[config.mk]
export PLATFORM = sky130hd
export DESIGN_NAME = flex_stp_deser
export DESIGN_NICKNAME = d
export VERILOG_FILES = /design/src/rtl/flex_stp_pkg.sv /design/src/rtl/flex_lane_sr.sv /design/src/rtl/flex_stp_deser.sv
export SDC_FILE = /design/constraint.sdc
export NUM_CORES = 1
export LEC_CHECK = 0
export CELL_PAD_IN_SITES_DETAIL_PLACEMENT = 1
export CELL_PAD_IN_SITES_GLOBAL_PLACEMENT = 1
export CORE_AREA = 2 2 48 73
export CTS_BUF_LIST = sky130_fd_sc_hd__clkbuf_2
export DETAILED_ROUTE_END_ITERATION = 8
export DIE_AREA = 0 0 50 75
export PLACE_DENSITY_LB_ADDON = 0.08
export SLEW_MARGIN = 15
export SYNTH_ARGS = -nofsm -noshare
export SYNTH_HDL_FRONTEND = slang
export SYNTH_HIERARCHICAL = 1
export SYNTH_SLANG_ARGS = --single-unit
[constraint.sdc]
create_clock -name clk_i -period 1.15 [get_ports clk_i]
set_input_delay 0.23 -clock clk_i [delete_from_list [all_inputs] [get_ports clk_i]]
set_output_delay 0.23 -clock clk_i [all_outputs]
set_load 0.03 [all_outputs]
[src/rtl/flex_stp_pkg.sv]
// -----------------------------------------------------------------------------
// flex_stp_pkg
// Shared types and helpers for the flex serial/parallel family.
//   slot_state_t : output-slot occupancy for a word handed to a consumer
//   beats_f      : number of lane-wide beats that make up one word
// -----------------------------------------------------------------------------
package flex_stp_pkg;

   typedef enum logic {
      SLOT_EMPTY = 1'b0,
      SLOT_FULL  = 1'b1
   } slot_state_t;

   // Kept as a function so a matching serializer derives the same beat count.
   function automatic int beats_f(input int num_bits, input int lane_w);
      return num_bits / lane_w;
   endfunction

endpackage

[src/rtl/flex_lane_sr.sv]
// -----------------------------------------------------------------------------
// flex_lane_sr
// Lane-wide shift register. Each enabled cycle one LANE_W beat is shifted in,
// either at the LSB end (SHIFT_MSB=1, moving toward the MSB) or at the MSB end
// (SHIFT_MSB=0, moving toward the LSB).
// Ports:
//   clk_i           clock
//   n_rst_i         synchronous active-low reset (loads RESET_VAL)
//   clear_i         synchronous flush (loads RESET_VAL), beats shift_enable_i
//   shift_enable_i  shift serial_in_i in this cycle
//   serial_in_i     beat data
//   sr_o            current register contents
//   sr_next_o       value the register takes if this cycle shifts
// -----------------------------------------------------------------------------
module flex_lane_sr #(
   parameter int                     NUM_BITS  = 8,
   parameter int                     LANE_W    = 1,
   parameter int                     SHIFT_MSB = 1,
   parameter logic [NUM_BITS-1:0]    RESET_VAL = '1
) (
   input  logic                clk_i,
   input  logic                n_rst_i,
   input  logic                clear_i,
   input  logic                shift_enable_i,
   input  logic [LANE_W-1:0]   serial_in_i,
   output logic [NUM_BITS-1:0] sr_o,
   output logic [NUM_BITS-1:0] sr_next_o
);

   logic [NUM_BITS-1:0] sr_q;
   logic [NUM_BITS-1:0] sr_d;
   logic [NUM_BITS-1:0] to_msb;
   logic [NUM_BITS-1:0] to_lsb;

   assign to_msb    = {sr_q[NUM_BITS-LANE_W-1:0], serial_in_i};
   assign to_lsb    = {serial_in_i, sr_q[NUM_BITS-1:LANE_W]};
   assign sr_next_o = (SHIFT_MSB != 0) ? to_msb : to_lsb;
   assign sr_o      = sr_q;

   always_comb begin
      sr_d = sr_q;
      if (shift_enable_i) begin
         sr_d = sr_next_o;
      end
   end

   always_ff @(posedge clk_i) begin
      if (!n_rst_i || clear_i) begin
         sr_q <= RESET_VAL;
      end else begin
         sr_q <= sr_d;
      end
   end

endmodule

[src/rtl/flex_stp_deser.sv]
// -----------------------------------------------------------------------------
// flex_stp_deser
// Serial-to-parallel deserializer. Collects NUM_BITS/LANE_W beats into a word
// and offers it through a one-entry valid/ready output slot. A word completing
// while the slot is still held is dropped and flags a sticky overrun.
// Ports:
//   clk_i           clock
//   n_rst_i         synchronous active-low reset
//   clear_i         synchronous flush of framing, pending word and overrun
//   shift_enable_i  accept serial_in_i this cycle
//   serial_in_i     beat data (LANE_W bits)
//   partial_out_o   live shift-register contents
//   beat_count_o    beats collected in the current word
//   word_out_o      completed word, stable while word_valid_o
//   word_valid_o    completed word pending
//   word_ready_i    consumer accepts word_out_o
//   overrun_o       sticky: a completed word was dropped
// -----------------------------------------------------------------------------
module flex_stp_deser
   import flex_stp_pkg::*;
#(
   parameter int                  NUM_BITS  = 8,
   parameter int                  LANE_W    = 1,
   parameter int                  SHIFT_MSB = 1,
   parameter logic [NUM_BITS-1:0] RESET_VAL = '1
) (
   input  logic                                 clk_i,
   input  logic                                 n_rst_i,
   input  logic                                 clear_i,
   input  logic                                 shift_enable_i,
   input  logic [LANE_W-1:0]                    serial_in_i,
   output logic [NUM_BITS-1:0]                  partial_out_o,
   output logic [$clog2(NUM_BITS/LANE_W)-1:0]   beat_count_o,
   output logic [NUM_BITS-1:0]                  word_out_o,
   output logic                                 word_valid_o,
   input  logic                                 word_ready_i,
   output logic                                 overrun_o
);

   localparam int                BEATS     = beats_f(NUM_BITS, LANE_W);
   localparam int                CNT_W     = $clog2(BEATS);
   localparam logic [CNT_W-1:0]  LAST_BEAT = CNT_W'(BEATS - 1);

   if ((NUM_BITS % LANE_W) != 0 || BEATS < 2) begin : g_param_check
      $error("flex_stp_deser: NUM_BITS must be a multiple of LANE_W with at least two beats");
   end

   logic [NUM_BITS-1:0] sr_next;
   slot_state_t         state_q, state_d;
   logic [CNT_W-1:0]    cnt_q, cnt_d;
   logic [NUM_BITS-1:0] word_q, word_d;
   logic                ovr_q, ovr_d;
   logic                completion;

   flex_lane_sr #(
      .NUM_BITS  (NUM_BITS),
      .LANE_W    (LANE_W),
      .SHIFT_MSB (SHIFT_MSB),
      .RESET_VAL (RESET_VAL)
   ) u_sr (
      .clk_i          (clk_i),
      .n_rst_i        (n_rst_i),
      .clear_i        (clear_i),
      .shift_enable_i (shift_enable_i),
      .serial_in_i    (serial_in_i),
      .sr_o           (partial_out_o),
      .sr_next_o      (sr_next)
   );

   // Reset and clear are handled in the register process, so completion here
   // only needs to look at the enable and the framing counter.
   assign completion = shift_enable_i && (cnt_q == LAST_BEAT);

   always_comb begin
      state_d = state_q;
      cnt_d   = cnt_q;
      word_d  = word_q;
      ovr_d   = ovr_q;

      if (shift_enable_i) begin
         cnt_d = completion ? '0 : cnt_q + 1'b1;
      end

      case (state_q)
         SLOT_EMPTY: begin
            if (completion) begin
               state_d = SLOT_FULL;
               word_d  = sr_next;   // captured word includes the final beat
            end
         end
         SLOT_FULL: begin
            if (completion) begin
               if (word_ready_i) begin
                  word_d = sr_next;  // old word consumed this cycle, slot refills
               end else begin
                  ovr_d  = 1'b1;     // held word wins, new one is dropped
               end
            end else if (word_ready_i) begin
               state_d = SLOT_EMPTY;
            end
         end
         default: state_d = SLOT_EMPTY;
      endcase
   end

   always_ff @(posedge clk_i) begin
      if (!n_rst_i || clear_i) begin
         state_q <= SLOT_EMPTY;
         cnt_q   <= '0;
         word_q  <= RESET_VAL;
         ovr_q   <= 1'b0;
      end else begin
         state_q <= state_d;
         cnt_q   <= cnt_d;
         word_q  <= word_d;
         ovr_q   <= ovr_d;
      end
   end

   assign beat_count_o = cnt_q;
   assign word_out_o   = word_q;
   assign word_valid_o = (state_q == SLOT_FULL);
   assign overrun_o    = ovr_q;

endmodule

## Yosys cells after proc, flatten, opt, wreduce, memory -nomap -nowiden

Index checks and enable logic that the tools add are counted.

| operators by class | value |
|---|---|
| add/sub/neg operators | 1 |
| equal/unequal tests | 4 |
| multiplexer cells | 9 |
| bitwise gates (word level) | 2 |
| reduce and logical (&&, ||, !) cells | 5 |

Operators with widths:

| cell | number |
|---|---|
| $mux W8 | 3 |
| $pmux W8 S2 | 1 |
| $reduce_and A3 Y1 | 2 |
| $ne A2 B2 Y1 const B | 2 |
| $add A3 B1 Y3 const B | 1 |
| $eq A3 B3 Y1 const B | 1 |
| $mux W1 | 3 |
| $mux W3 | 1 |
| $ne A2 B1 Y1 const B | 1 |
| $not A1 Y1 | 2 |
| $pmux W1 S2 | 1 |
| $logic_and A1 B1 Y1 | 1 |
| $logic_not A1 Y1 | 1 |
| $logic_or A1 B1 Y1 | 1 |

| word-level totals | value |
|---|---|
| bits in registers | 21 |
| input bits | 6 |
| output and inout bits | 21 |
| word-level logic and storage cells | 26 |

## Longest topological paths before layout

| logic depth | value |
|---|---|
| depth after elaboration | 4 |
| mapped depth | 6 |
| mapped depth without buffers | 5 |

## Modules after synthesis

Netlist, hierarchy kept.

Modules (own cells, without submodules):

| module | times used | cells each | area each (um^2) | seq. area each (um^2) |
|---|---|---|---|---|
| flex_stp_deser | 1 | 59 | 550.5 | 260.2 |
| flex_lane_sr | 1 | 35 | 352.8 | 160.2 |

## Worst setup path after synthesis

OpenSTA, ideal clock, no wires.

| path | value |
|---|---|
| kind | flip-flop to flip-flop |
| from | register cnt_q[0] (netlist: beat_count_o[0]) |
| to | register ovr_q (netlist: overrun_o) |
| setup time | 0.124 ns |
| data arrival time | 1.289 ns |
| data required time | 1.026 ns |
| slack | -0.263 ns |
| stages on the path, launching flop included | 7 |
| path buffers | 1 |
| period minus slack after synthesis | 1.413 ns |
| path through | dfxtp_1 -> ha_1 -> ha_1 -> and2_1 -> buf_6 -> a21oi_2 -> nor2_1 |

| on the way | value |
|---|---|
| word-level cells in the longest chain between the ends | 3 |

Ends and longest elaborated chain:

| item | line | RTL |
|---|---|---|
| start: declaration | flex_stp_deser.sv:50 | `logic [CNT_W-1:0] cnt_q, cnt_d;` |
| start signal: assignment | flex_stp_deser.sv:114 | `cnt_q <= cnt_d;` |
| $eq A3 B3 Y1 | flex_stp_deser.sv:72 | `assign completion = shift_enable_i && (cnt_q == LAST_BEAT);` |
| $logic_and A1 B1 Y1 | flex_stp_deser.sv:72 |  |
| $reduce_and A3 Y1 (no line) | - |  |
| end signal: assignment | flex_stp_deser.sv:116 | `ovr_q <= ovr_d;` |
| end: declaration | flex_stp_deser.sv:52 | `logic ovr_q, ovr_d;` |

No other way between the ends.
A chain may end at the register's enable or synchronous reset.

## Worst setup path in the final report

| path | value |
|---|---|
| from | register cnt_q[0] (netlist: beat_count_o[0]) |
| to | output port beat_count_o[0] |

RTL lines:

| item | line | RTL |
|---|---|---|
| end: declaration | flex_stp_deser.sv:33 | `output logic [$clog2(NUM_BITS/LANE_W)-1:0] beat_count_o,` |

No word-level cell between the ends.

==> results.ini <==
[logic_synthesis]
synth_ff_type = dfxtp_1
avgSynthCellArea_um2 = 9.610
ys_types = 18
ys_warn_count = 6
async_reset_ff_frac = 0
synth-seq-cells = 21
synth_edf_count = 0
synth_area_um2 = 903.4
synth_seq_area_share = 0.4654
yosys.area.top_type = dfxtp_1
synthCells = 94
yosys-top-cells-area = dfxtp_1 (47%), mux2i_1 (11%), buf_4 (7.5%), nand3b_1 (7.5%), nand3_1 (4.4%)
synth_top_area_share = 0.4654
yosysMostFrequentCell = dfxtp_1
syn_nets = 102
synthTopCellsByCount = dfxtp_1 (21), mux2i_1 (10), buf_4 (9), nand2_1 (9), nand3b_1 (9)

[run_status]
outcome = complete, but fails checks
violations = setup timing

[critical_path]
critPathBufInv = 2
crit_chain = buf_6, buf_6
crit_slowest_cell = dfxtp_4
reg2reg_from = beat_count_o[1]
path_delay_family = flip-flops
r2r-end = word_out_o[5]
endpoint_kind = primary output
start_kind = flop
ff2ff_path_depth = 5
crit_path_frequent_cell = buf_6
critPathKind = flop to primary output
rrSetupSlack_ps = 0
max_stage_delay_ps = 400
required_ps = 920
crit_fanout = 2
critical_path_arrival_ps = 940

[layout]
fin_util = 0.4687
layout.cells.non_filler = 169
nets = 138
drive_gt1_frac = 0.6744
area_growth_pct = 60.66
antennaDiodeCount = 0

[min_path]
min_path_cells = 2
holdCritStartpoint = word_out_o[5]
worstHoldEndpoint = word_out_o[5]
hp-class = flop to flop

[clocking]
cts_buffer_depth = 2
insertion_delay_ps = 310
root_buffer = clkbuf_2
clock-sinks = 21
cts_tree = built
clk_pin_slew_worst_paths_ps = 200
h-tree-depth = 1
cts-buffers-inserted = 3

[grt]
groute.usage.overall = 0.1275
grt_util_met2 = 0.2120
grtUsageMet1 = 0.1559
grt_pass1_vias = 749
use_met3 = 0.02579
antenna_found_initial = 0
grt_start_max_net_pins = 14
overflow = 0
top_usage_layer = met2
grt_pass1_wl_mm = 3.594

[detailed_routing]
detail-route-antenna-nets = 0
wl_mm = 2.299
vias = 782
wl_per_cell_um = 13.60
firstDrtPassIters = 2
drcViolationCount = 0
first_iter_violations = 16
via_per_inst = 4.627

[floorplan]
die_area_mm2 = 0.003750
die_w_um = 50
pin_count = 27
start_util = 0.2917
die_y_um = 75
core_area_mm2 = 0.003097
fp-row-count = 25

[sta]
rsz0062_at_grt = yes
worst_pin_slew_ps = 498.7
setup_slack_ps = -24.52
setup_viol = 1
drv_slew = 0
fin_skew_ps = 3.807
period_needed_ps = 1175
period_share = 1.021
relSlewSlack = 0.6676
hold_viol_final = 0
fmax_mhz = 851.4

[placed_design]
dp_cells = 151
dp_hpwl_mm = 1.620
portBuffers = 26
gp_congestion = 0.6831

[power_and_ir_drop]
ir_drop_mv = 0.4971
powerDensity_mw_per_mm2 = 789.5
power_leakage_nw = 0.5714

[flow_run]
maxCapViolations = 0

cell families after synthesis:
kind of cell | Yosys count | synth area share
adders and majority gates | 2 | 0.02770
buffers and inverters | 14 | 0.1136
DFF | 21 | 0.4654
and+or+nand+nor | 36 | 0.2175
AOI/OAI and AO/OA | 11 | 0.06510
muxes | 10 | 0.1108
routing by layer:
metal  vias to the layer above  share of wire  routed length, um
met4                         0         0.0096                 22
met3                         2          0.040                 92
met5                         -              0                  0
met1                       378           0.42                963
li1                        386              -                  -
met2                        16           0.53               1221
through the flow:
| stage | setup TNS (ps) | cell area [um2] | hold WS (ps) | setup slack [ps] | total power, mW |
|---|---|---|---|---|---|
| 3_5_place_dp | -4329 | 1157 | 471.7 | -270.8 | 0.8496 |
| 3_3_place_gp | -3622 | 1157 | 457.9 | -232.8 | 0.8467 |
| 6_report | -24.52 | 1451 | 496.5 | -24.52 | 1.146 |
| 2_1_floorplan | -401.7 | 939.7 | 358.5 | -52.36 | 0.7998 |
| 4_1_cts | -72.58 | 1227 | 497.4 | -58.96 | 1.180 |
| 5_1_grt | -409.5 | 1451 | 507.8 | -94.82 | 1.213 |
how the worst max path moves through the flow:
stage	startpoint	endpoint	slack, ps	depth (start not counted)
after global routing	beat_count_o[0]	beat_count_o[0]	-90	2
final	beat_count_o[0]	beat_count_o[0]	-20	2
after floorplan	beat_count_o[0]	overrun_o	-50	6
after CTS	beat_count_o[0]	beat_count_o[0]	-60	2
after detailed placement	shift_enable_i	word_out_o[0]	-270	4
after global placement	shift_enable_i	word_out_o[6]	-230	4
where the power goes:
| part | internal [mW] | total, mW | switching, mW | leakage [nW] |
|---|---|---|---|---|
| logic | 0.0618 | 0.108 | 0.0460 | 0.388 |
| registers | 0.718 | 0.723 | 0.00486 | 0.167 |
| clock network | 0.0921 | 0.315 | 0.223 | 0.0166 |
| total | 0.872 | 1.15 | 0.274 | 0.571 |
worst min-delay path, stage by stage, from the launching register on:
cell	delay [ps]
dfxtp_2	380
o21ai_2	50
nand3b_1	60
placed cells by master (no fill, tap or decap), types with 4 or more instances in the layout:
cell	count
buf_4	22
buf_6	15
clkbuf_2	4
clkdlybuf4s50_1	5
dfxtp_2	14
dfxtp_4	7
mux2i_1	10
nand2_1	8
nand3_2	7
nand3b_1	9
nor2_1	4
o21ai_2	8
state kept, by name, indices dropped and copies added (netlist names):
signal,cells
word_out_o,8
beat_count_o,3
u_sr/sr_o,8
word_valid_o,1
overrun_o,1
timing repair:
item	in CTS	in global routing
setup buffers	2	11
pin swaps	0	11
endpoints found under the setup margin	18	30
resized for setup	20	45
hold buffers	0	0
gates cloned	1	0
layout make-up:
| type | count | area [um2] |
|---|---|---|
| clock buffers | 4 | 20.02 |
| fillers | 349 | 1645 |
| multi-input cells | 60 | 493.0 |
| flip-flops and latches | 21 | 464.2 |
| well taps | 40 | 50.05 |
| repair buffers | 44 | 424.2 |
(Power assumes the default switching activity.)
